[src/rtl/fetch_pkg.sv]
// Shared definitions for the instruction-fetch stage and its neighbours
// (decode/control reuse the opcode constants).
package fetch_pkg;

    // Canonical RISC-V NOP: addi x0, x0, 0
    localparam logic [31:0] NOP = 32'h0000_0013;

    typedef enum logic [1:0] {
        REQ  = 2'd0,
        WAIT = 2'd1,
        HOLD = 2'd2
    } fetch_state_e;

    localparam logic [6:0] OP_R    = 7'b0110011;
    localparam logic [6:0] OP_I    = 7'b0010011;
    localparam logic [6:0] OP_JAL  = 7'b1101111;
    localparam logic [6:0] OP_JALR = 7'b1100111;
    localparam logic [6:0] OP_BR   = 7'b1100011;
    localparam logic [6:0] OP_LW   = 7'b0000011;
    localparam logic [6:0] OP_SW   = 7'b0100011;

endpackage

[src/rtl/fetch_unit_redirect_counter.sv]
// redirect_counter: free-running count of accepted redirects, wraps at 2^W.
// Built only when FETCH_REDIRECT_CNT_EN is defined; in the default build the
// module does not exist at all so no stray counter logic is elaborated.
`ifdef FETCH_REDIRECT_CNT_EN
module redirect_counter #(
    parameter int W = 32
) (
    input  logic         clk,
    input  logic         rst_n,
    input  logic         inc,
    output logic [W-1:0] count
);

    // Count every edge on which a redirect is taken
    always_ff @(posedge clk or negedge rst_n) begin
        if (!rst_n)
            count <= '0;
        else if (inc)
            count <= count + W'(1);
    end

endmodule
`endif

[src/rtl/fetch_unit.sv]
// fetch_unit: IF stage. Owns the fetch PC, keeps one request outstanding on
// the imem req/gnt/rvalid port, loads the IF/ID register, honours load-use
// stalls and flushes on taken jumps/branches.
// Optional feature macro: FETCH_REDIRECT_CNT_EN (redirect_cnt counter).
module fetch_unit
    import fetch_pkg::*;
#(
    parameter int              XLEN     = 32,
    parameter logic [XLEN-1:0] RESET_PC = {XLEN{1'b0}}
) (
    input  logic            clk,
    input  logic            rst_n,
    output logic            imem_req,
    output logic [XLEN-1:0] imem_addr,
    input  logic            imem_gnt,
    input  logic            imem_rvalid,
    input  logic [31:0]     imem_rdata,
    input  logic            jmp_en,
    input  logic [XLEN-1:0] jmp_target,
    input  logic            stall,
    output logic [31:0]     instr,
    output logic [XLEN-1:0] pc_out,
    output logic            instr_valid,
    output logic [6:0]      op,
    output logic            func,
    output logic            cancel,
    output logic [31:0]     redirect_cnt
);

    fetch_state_e    state_q, state_d;
    logic [XLEN-1:0] pc_q, pc_d, pc_inc, tgt;
    logic            drop_q, drop_d;
    // Pending buffer; its contents are meaningful exactly while in HOLD
    logic [31:0]     pend_instr_q;
    logic [XLEN-1:0] pend_pc_q;
    logic            pend_cap;
    logic            if_ld;
    logic [31:0]     if_instr_d;
    logic [XLEN-1:0] if_pc_d;
    logic            if_valid_d;
    logic [1:0]      cancel_q;

    // Redirect targets are word aligned; the mask reads every bit on purpose
    assign tgt    = jmp_target & {{(XLEN-2){1'b1}}, 2'b00};
    assign pc_inc = pc_q + XLEN'(4);

    // No request while reset is held even though the state is already REQ
    assign imem_req  = (state_q == REQ) && rst_n;
    assign imem_addr = pc_q;
    assign op        = instr[6:0];
    assign func      = instr[30];
    assign cancel    = (cancel_q != 2'd0);

    // Next-state, fetch PC, drop flag and IF/ID load decisions
    always_comb begin
        state_d    = state_q;
        pc_d       = pc_q;
        drop_d     = drop_q;
        pend_cap   = 1'b0;
        if_ld      = 1'b0;
        if_instr_d = NOP;
        if_pc_d    = pc_out;
        if_valid_d = 1'b0;
        if (jmp_en) begin
            // Redirect wins over stall and rvalid: flush IF/ID, drop pending
            pc_d  = tgt;
            if_ld = 1'b1;
            case (state_q)
                REQ: begin
                    if (imem_gnt) begin
                        drop_d  = 1'b1;
                        state_d = WAIT;
                    end
                end
                WAIT: begin
                    if (imem_rvalid) begin
                        drop_d  = 1'b0;
                        state_d = REQ;
                    end else begin
                        drop_d  = 1'b1;
                    end
                end
                default: state_d = REQ;
            endcase
        end else begin
            // Unstalled IF/ID takes a bubble unless something is delivered
            if_ld = !stall;
            case (state_q)
                REQ: begin
                    if (imem_gnt)
                        state_d = WAIT;
                end
                WAIT: begin
                    if (imem_rvalid) begin
                        if (drop_q) begin
                            drop_d  = 1'b0;
                            state_d = REQ;
                        end else if (!stall) begin
                            if_instr_d = imem_rdata;
                            if_pc_d    = pc_q;
                            if_valid_d = 1'b1;
                            pc_d       = pc_inc;
                            state_d    = REQ;
                        end else begin
                            pend_cap = 1'b1;
                            pc_d     = pc_inc;
                            state_d  = HOLD;
                        end
                    end
                end
                HOLD: begin
                    if (!stall) begin
                        if_instr_d = pend_instr_q;
                        if_pc_d    = pend_pc_q;
                        if_valid_d = 1'b1;
                        state_d    = REQ;
                    end
                end
                default: state_d = REQ;
            endcase
        end
    end

    // FSM state, fetch PC and stale-response flag
    always_ff @(posedge clk or negedge rst_n) begin
        if (!rst_n) begin
            state_q <= REQ;
            pc_q    <= RESET_PC;
            drop_q  <= 1'b0;
        end else begin
            state_q <= state_d;
            pc_q    <= pc_d;
            drop_q  <= drop_d;
        end
    end

    // Pending buffer captures a response that arrived during a stall
    always_ff @(posedge clk or negedge rst_n) begin
        if (!rst_n) begin
            pend_instr_q <= 32'd0;
            pend_pc_q    <= '0;
        end else if (pend_cap) begin
            pend_instr_q <= imem_rdata;
            pend_pc_q    <= pc_q;
        end
    end

    // IF/ID register; holds whenever if_ld is low
    always_ff @(posedge clk or negedge rst_n) begin
        if (!rst_n) begin
            instr       <= NOP;
            pc_out      <= '0;
            instr_valid <= 1'b0;
        end else if (if_ld) begin
            instr       <= if_instr_d;
            pc_out      <= if_pc_d;
            instr_valid <= if_valid_d;
        end
    end

    // Flush window: two cycles starting with the redirect edge
    always_ff @(posedge clk or negedge rst_n) begin
        if (!rst_n)
            cancel_q <= 2'd0;
        else if (jmp_en)
            cancel_q <= 2'd2;
        else if (cancel_q != 2'd0)
            cancel_q <= cancel_q - 2'd1;
    end

`ifdef FETCH_REDIRECT_CNT_EN
    redirect_counter #(.W(32)) u_redirect_counter (
        .clk   (clk),
        .rst_n (rst_n),
        .inc   (jmp_en),
        .count (redirect_cnt)
    );
`else
    assign redirect_cnt = 32'd0;
`endif

endmodule

[config.mk]
export PLATFORM = sky130hd
export DESIGN_NAME = fetch_unit
export DESIGN_NICKNAME = d
export VERILOG_FILES = /design/src/rtl/fetch_pkg.sv /design/src/rtl/fetch_unit_redirect_counter.sv /design/src/rtl/fetch_unit.sv
export SDC_FILE = /design/constraint.sdc
export NUM_CORES = 1
export LEC_CHECK = 0
export BUFFER_PORTS_ARGS = -buffer_cell sky130_fd_sc_hd__buf_2
export CAP_MARGIN = 30
export CORE_UTILIZATION = 53
export DETAILED_ROUTE_END_ITERATION = 6
export GPL_TIMING_DRIVEN = 0
export PLACE_DENSITY = 0.81
export SKIP_LAST_GASP = 1
export SLEW_MARGIN = 20
export SYNTH_ARGS = -nofsm -noshare
export SYNTH_HDL_FRONTEND = slang
export SYNTH_SLANG_ARGS = --single-unit
export TNS_END_PERCENT = 5
[constraint.sdc]
create_clock -name clk -period 3.19 [get_ports clk]
set_clock_uncertainty 0.15 [all_clocks]
set_input_delay 0.638 -clock clk [delete_from_list [all_inputs] [get_ports clk]]
set_output_delay 0.638 -clock clk [all_outputs]
set_load 0.02 [all_outputs]
# Word-level counts from Yosys, hierarchy flattened
# Cells that the tools add are included.
# op_classes
add_sub_neg,2
eq_ne,9
muxes,43
bitwise,1
n_reduce_logical,13
# op_table
cell,count
2-to-1 mux 32 bit,13
one-hot mux 32 bit (2 select lines),2
"adder 32 x 3 -> 32 bit, second input constant",1
2-to-1 mux 2 bit,9
2-to-1 mux 1 bit,15
nonzero test 2 bit,6
"inequality test 2 bit, second input constant",5
AND reduction 7 bit,1
"inequality test 3 bit, second input constant",2
one-hot mux 2 bit (3 select lines),1
one-hot mux 1 bit (2 select lines),2
one-hot mux 2 bit (2 select lines),1
AND reduction 4 bit,1
AND reduction 3 bit,1
"equality test 2 x 1 -> 1 bit, second input constant",1
"equality test 2 bit, second input constant",1
zero test 2 bit,1
AND reduction 2 bit,1
"subtractor 2 x 1 -> 2 bit, second input constant",1
logical AND 1 bit,1
zero test 1 bit,1
NOT 1 bit,1
# word_totals
ff_bits,166
inputBits,70
out_inout_bits,139
word_cells,77

# Depth between registers and ports, before layout
# Gate-level depths: netlist (run 1).
# logic_depth
ltp_word,5
mapped_depth,9

# Worst setup path before layout (run 1)
# Ideal clock, no wire load.
# synth_timing
kind,reg2reg
startpoint,reg state_q[1]
endpoint,"reg pc_q[25], in the netlist imem_addr[25]"
setup_ps,82
t_arrival_ps,1993
setup_slack_ps,965
path_stages_with_launch,9
synth_period_minus_slack_ps,2225
path_cell_list,dfrtp_1 inv_1 ha_1 buf_4 nand3b_2 or3_1 clkbuf_1 or4_1 a31oi_1
# synth_between
elab_chain_cells,3
# synth_rtl
element,line_no,text
"start, declared",fetch_unit.sv:30,"fetch_state_e state_q, state_d;"
"start signal, assigned",fetch_unit.sv:131,state_q <= state_d;
equality test 2 x 1 -> 1 bit,fetch_unit.sv:88,case (state_q)
nonzero test 2 bit (no line),n/a,
AND reduction 3 bit (no line),n/a,
"end signal, assigned",fetch_unit.sv:132,pc_q <= pc_d;
"end, declared",fetch_unit.sv:31,"logic [XLEN-1:0] pc_q, pc_d, pc_inc, tgt;"
# No other way between the ends.
# A chain may end at the register's enable or synchronous reset.

# Final worst setup path (run 1)
# layout_timing
startpoint,reg state_q[0]
endpoint,reg pc_out[27]
# layout_between
elab_chain_cells,3
elab_cells_between_ends,9
classes_between,eq/ne: 6; mux: 1; reduce/logical: 2
# layout_rtl
element,line_no,text
equality test 2 x 1 -> 1 bit / equality test 2 bit (equally long branches),fetch_unit.sv:88,
inequality test 2 bit (no line) / nonzero test 2 bit (equally long branches),n/a,
AND reduction 7 bit (no line),n/a,
"end signal, assigned",fetch_unit.sv:156,pc_out <= if_pc_d;
"end, declared",fetch_unit.sv:22,"output logic [XLEN-1:0] pc_out,"
# Several ways; a longest one is shown, not always the timed one.

==> results of run 1 <==
## power groups by stage
stage | logic (uW) | clock network, uW | registers (uW)
global route | 2240 | 2180 | 3170
detailed placement | 2030 | 0 | 3120
finish | 2040 | 2060 | 3090
global placement | 1970 | 0 | 3070
floorplan | 1120 | 0 | 3330
CTS | 2050 | 2090 | 3090
## worst max path at each step
stage,start,end,slack (ns),depth (start not counted)
floorplan,state_q[1],imem_addr[25],0.97,8
global placement,rst_n,imem_req,-1.45,3
detailed placement,imem_rvalid,pend_instr_q[0],0.40,7
CTS,state_q[0],instr[7],0.54,8
global route,state_q[0],instr[7],0.34,8
finish,state_q[0],pc_out[27],0.54,7
## critical path, stage by stage (launching register included)
cell	delay (ns)
dfrtp_1	0.38
inv_1	0.07
ha_1	0.26
or3b_2	0.50
a21oi_2	0.45
clkbuf_1	0.50
nor2_1	0.08
a21oi_1	0.16
## sequential cells by signal, summed over array words and instances (netlist names)
| signal | flops |
|---|---|
| imem_addr | 30 |
| pend_instr_q | 32 |
| pc_out | 30 |
| drop_q | 1 |
| cancel_q | 2 |
| state_q | 2 |
| instr_valid | 1 |
| instr | 32 |
| pend_pc_q | 30 |
## synth_stat cells (all sizes together)
library cell	number	area, um^2
buf	57	414
inv	12	45.0
or4	8	60.1
a31oi	14	87.6
dfrtp	157	3930
or2	1	6.26
nor4	8	50.1
nor2b	7	43.8
and3	1	6.26
a21oi	38	194
mux2i	32	320
xnor2	11	96.3
and3b	1	8.76
o21a	1	7.51
o31ai	6	45.0
conb	1	3.75
a31o	2	17.5
nand3	6	35.0
nand2b	1	6.26
nand3b	2	18.8
dfstp	3	78.8
and2	4	25.0
xor2	3	26.3
ha	5	62.6
nand4	12	96.3
and4b	1	10.0
and4	2	17.5
o21ai	52	260
o41ai	2	17.5
clkbuf	33	126
or3b	2	17.5
mux2	59	664
o211ai	1	7.51
nor2	55	206
a22o	1	8.76
nand2	60	225
a22oi	33	248
o22ai	2	12.5
nor3	3	15.0
a211o	1	8.76
dlygate4sd1	1	8.76
nand4b	4	35.0
or3	9	62.6
## metal layers
metal  routed length [um]  part of all wire
met1                 8200              0.44
met2                 8670              0.46
met3                 1440             0.077
met4                  497             0.026
met5                    0                 0
## stage by stage
stage | TNS [ns] | util
floorplan | 0 | -
global placement | -169.83 | 0.632
detailed placement | 0 | 0.635
CTS | 0 | 0.678
global route | 0 | 0.678
finish | 0 | 0.678
## logic make-up (layout without fill, tap and decap cells)
group	Yosys count	after routing	synth area share
buffers and inverters	103	306	0.0778
adders and majority gates	5	5	0.00819
xor gates and xnor gates	14	14	0.0161
AOI/OAI and AO/OA	153	153	0.120
DFF	160	160	0.525
other	1	37	0.000491
and+or+nand+nor	187	187	0.124
muxes	91	91	0.129
## area by class of cell
cell class	count	area [um^2]
flip-flops and latches	160	4010
fillers	1132	4500
plain buffers	91	549
diodes	1	2.50
multi-input cells	486	3170
repair buffers	172	892
inverters	12	45.0
clock inverters	10	136
clock buffers	21	460
well taps	180	225
==> out/qor.yml, run 1 <==
status: "finished clean"
die-area_um2: 14900
dp_cells: 1101
worstPathMaxFanout: 10
die_w_um: 122
synthCells: 714
cts_tree: "yes"
max_freq_ghz: 0.378
grt-busiest-layer: "met2"
drc_errors: 0
grt_pass1_vias: 5829
fin_crit_sh: 0.830
hp-class: "in -> async"
arrival_ns: 2.84
r2r_cells: 7
grt_antenna_before_repair: 0
endpoint_kind: "flip-flop"
drt-initial-drc-count: 436
r2r_end: "pc_out[27]"
seqPwrFrac: 0.430
p_int_uw: 4840
power_uw: 7200
worstSkewPairLatency_ns: 0.43
track_usage: 0.263
synth_area_um2: 7640
rsz0062_at_grt: "false"
final_cell_mix: "176 x buf_2, 157 x dfrtp_1, 60 x nand2_1, 59 x mux2_2, 55 x nor2_1"
hold_buffers: 0
hpwl_um: 13200
ys_ff_latch: 160
fp-row-count: 43
ff2ff_setup_slack_ns: 0.54
syn_to_final_growth_pct: 24.2
setup_ws_ns: 0.542
synth_cell_types: 54
avgSynthCellArea_um2: 10.7
core_um2: 14000
vias_per_cell: 5.46
cp-start-kind: "flip-flop"
post-cts-setup-buffers: 0
power_density_nw_per_um2: 759
start_util: 0.546
cts.htree.levels: 4
hold_viol: 0
drv_cap: 0
wl_um: 18800
numCtsBuffers: 17
cts_max_path_buffers: 2
cts.sinks: 160
die_y_um: 122
cts_resized: 0
yosysWarnings: 0
p_leak_uw: 0.00434
grt_overflow: 0
final_nets: 1015
seq_area_frac_synth: 0.525
worst_slew_pin_slew_ns: 0.840
vias: 6182
io_pins: 209
power.switching_uw: 2360
dr.pass1.iters: 5
max_slew_margin: 0.440
p_comb_frac: 0.284
setup-violations-final: 0
wire_per_inst_um: 16.6
p_clk_frac: 0.287
final_cell_area_um2: 9480
grt_use_met2: 0.407
drive_gt1_frac: 0.348
hold_ws_ns: 0.0481
port-buffer-count: 170
met1_usage: 0.343
cts.clk_slew.worst_paths_ns: 0.06
vdd_drop_max_v: 0.000440
ant_nets: 0
post-route-min-period_ns: 2.65
final_common_cell: "buf_2"
final_cells: 1133
root_buffer: "clkbuf_16"
grt_pass1_wl_um: 29300
drv_slew: 0
crit_type: "reg -> reg"
worstPathRequired_ns: 3.39
pre_cts_ws_ns: 0.403
gp_congestion: 0.824
grt_start_max_net_pins: 90
gr-usage-met3: 0.0716
swShare: 0.327
reg2reg_from: "state_q[0]"
dpl_cell_area_um2: 8880
Note: power is estimated with default switching activity, not from simulation.
==> run 2: changes to the inputs <==
- ABC_AREA: default -> 1
- CORE_UTILIZATION: 53 -> 48
- PLACE_DENSITY: 0.81 -> 0.77
- clock period: 3.19 -> 2.36 ns (I/O delays scaled with it)
==> out/qor.yml, run 2 <==
pre_cts_ws_ns: -0.0421
synth_area_um2: 7960
cp-start-kind: "flip-flop"
p_leak_uw: 0.00505
track_usage: 0.262
final_common_cell: "nand2_1"
cts_max_path_buffers: 2
endpoint_kind: "flip-flop"
grt_overflow: 0
crit_chain: "inv_1 > ha_1 > clkbuf_1 > inv_1 > clkbuf_1 > nand2_1 > a31oi_1"
worstPathMaxFanout: 10
drv_slew: 0
ant_nets: 0
vias_per_cell: 5.14
power_density_nw_per_um2: 1020
synthCells: 975
avgSynthCellArea_um2: 8.17
ff2ff_setup_slack_ns: 0.27
grt_pass1_wl_um: 34300
synth-edff-count: 0
grt_pass1_vias: 6942
max_slew_margin: 0.628
synth.area.top_cells: "dfrtp_1 49%, nand2_1 13%, buf_4 4.3%"
cp_top_family: "buffers and inverters"
hp-class: "in -> async"
final_nets: 1276
synth_top_area_cell: "dfrtp_1"
die-area_um2: 17100
cts.htree.levels: 4
wire_per_inst_um: 15.1
slowest_delay_ns: 0.46
dp_cells: 1397
drv_cap: 0
yosysWarnings: 0
drc_errors: 0
violations: "hold timing"
status: "finished with violations"
cts_tree: "yes"
dr.pass1.iters: 6
io_pins: 209
worstSkewPairLatency_ns: 0.43
setup-violations-final: 0
post-cts-setup-buffers: 0
final_cell_mix: "276 x nand2_1, 194 x buf_2, 157 x dfrtp_1, 86 x inv_1, 74 x nor2_1"
worst-path-buf-inv: 4
synth_top_area_frac: 0.493
vias: 7354
hold_viol: 80
synth-async-reset-ratio: 1.00
root_buffer: "clkbuf_16"
syn_to_final_growth_pct: 24.0
crit_type: "reg -> reg"
core_um2: 16100
worst_slew_pin_slew_ns: 0.558
synth.most_common_cell: "nand2_1"
grt_antenna_before_repair: 0
fin_crit_sh: 0.884
dpl_cell_area_um2: 9250
post-route-min-period_ns: 2.09
die_w_um: 131
diodes: 0
cts.sinks: 160
vdd_drop_max_v: 0.000590
synth_common_cells: "276 x nand2_1, 157 x dfrtp_1, 86 x inv_1"
rsz0062_at_grt: "false"
drive_gt1_frac: 0.249
die_y_um: 131
postLayoutCoreUtil: 0.615
ys_ff_latch: 160
numCtsBuffers: 17
n_fill_cell: 1426
seq_area_frac_synth: 0.503
setup_ws_ns: 0.273
grt_start_max_net_pins: 82
port-buffer-count: 170
max_freq_ghz: 0.479
fp-row-count: 46
top_regs: "instr x32, pend_instr_q x32"
drt-initial-drc-count: 520
worstPathRequired_ns: 2.56
start_util: 0.496
power_uw: 10100
arrival_ns: 2.29
final_cells: 1430
final_cell_area_um2: 9870
yosys_most_used_dff: "dfrtp_1"
hpwl_um: 15600
synth_cell_types: 34
hold_ws_ns: -0.181
gp_congestion: 0.972
slowest_stage: "clkbuf_1"
cts.clk_slew.worst_paths_ns: 0.07
wl_um: 21600
run 2: cell count changes after synthesis, sizes merged, moves of 14 or more:
cell and delta:
nand2 +220, inv +84, mux2 -59, o21ai +55, nand3 +46, a22oi -33, a21oi -32, mux2i -32
a22o +28, nor2 +28, a31oi +17, clkbuf -15, buf +14
run 2: power by group:
group	switching (uW)	internal (uW)
clock network	1290	1420
registers	583	3670
logic	2010	1090
run 2: logic make-up after synthesis:
logic type	count (synthesis)	share of synthesized area
xor+xnor	9	0.00990
buf+inv	185	0.113
fa+ha+maj	5	0.00786
compound gates	192	0.145
other cells	1	0.000471
simple gates	423	0.220
flops	160	0.503
run 2: through the flow:
step	TNS, ns	hold slack, ns
floorplan	0	0.0264
global placement	-287.75	0.305
detailed placement	-0.0421	0.314
CTS	0	-0.174
global route	0	-0.149
finish	0	-0.181
run 2: per-layer routing:
layer  GRT usage  wire [um]  up-vias
met2       0.414      10100      302
met5           0          0        -
met1       0.352       9380     3461
met4       0.116        642        0
met3      0.0521       1460       49
li1            -          -     3542
run 2: path summary, 6_finish.rpt:
path	to	cells past startpoint	startpoint
hold reg to reg	pend_pc_q[12]	2	pend_pc_q[12]
hold / removal	pc_out[22]	1	rst_n
min in group clk	imem_addr[21]	3	jmp_target[21]
setup / recovery	pc_out[19]	7	state_q[0]
setup reg to reg	pc_out[19]	7	state_q[0]
max in group asynchronous	imem_addr[29]	2	rst_n
run 2: layout make-up:
cell class              count  area [um^2]  share of cell area
plain buffers              89          539              0.0546
clock buffers              17          425              0.0431
clock inverters            15          168              0.0170
inverters                  96          360              0.0365
multi-input cells         665         3190               0.323
flip-flops and latches    160         4010               0.406
well taps                 216          270              0.0274
repair buffers            172          918              0.0930
run 2: what timing repair did:
action	4_1_cts	5_1_grt
endpoints found under the setup margin	1	1
pin swaps	0	0
resized for setup	1	0
hold endpoints to repair	80	80
cloned	0	1
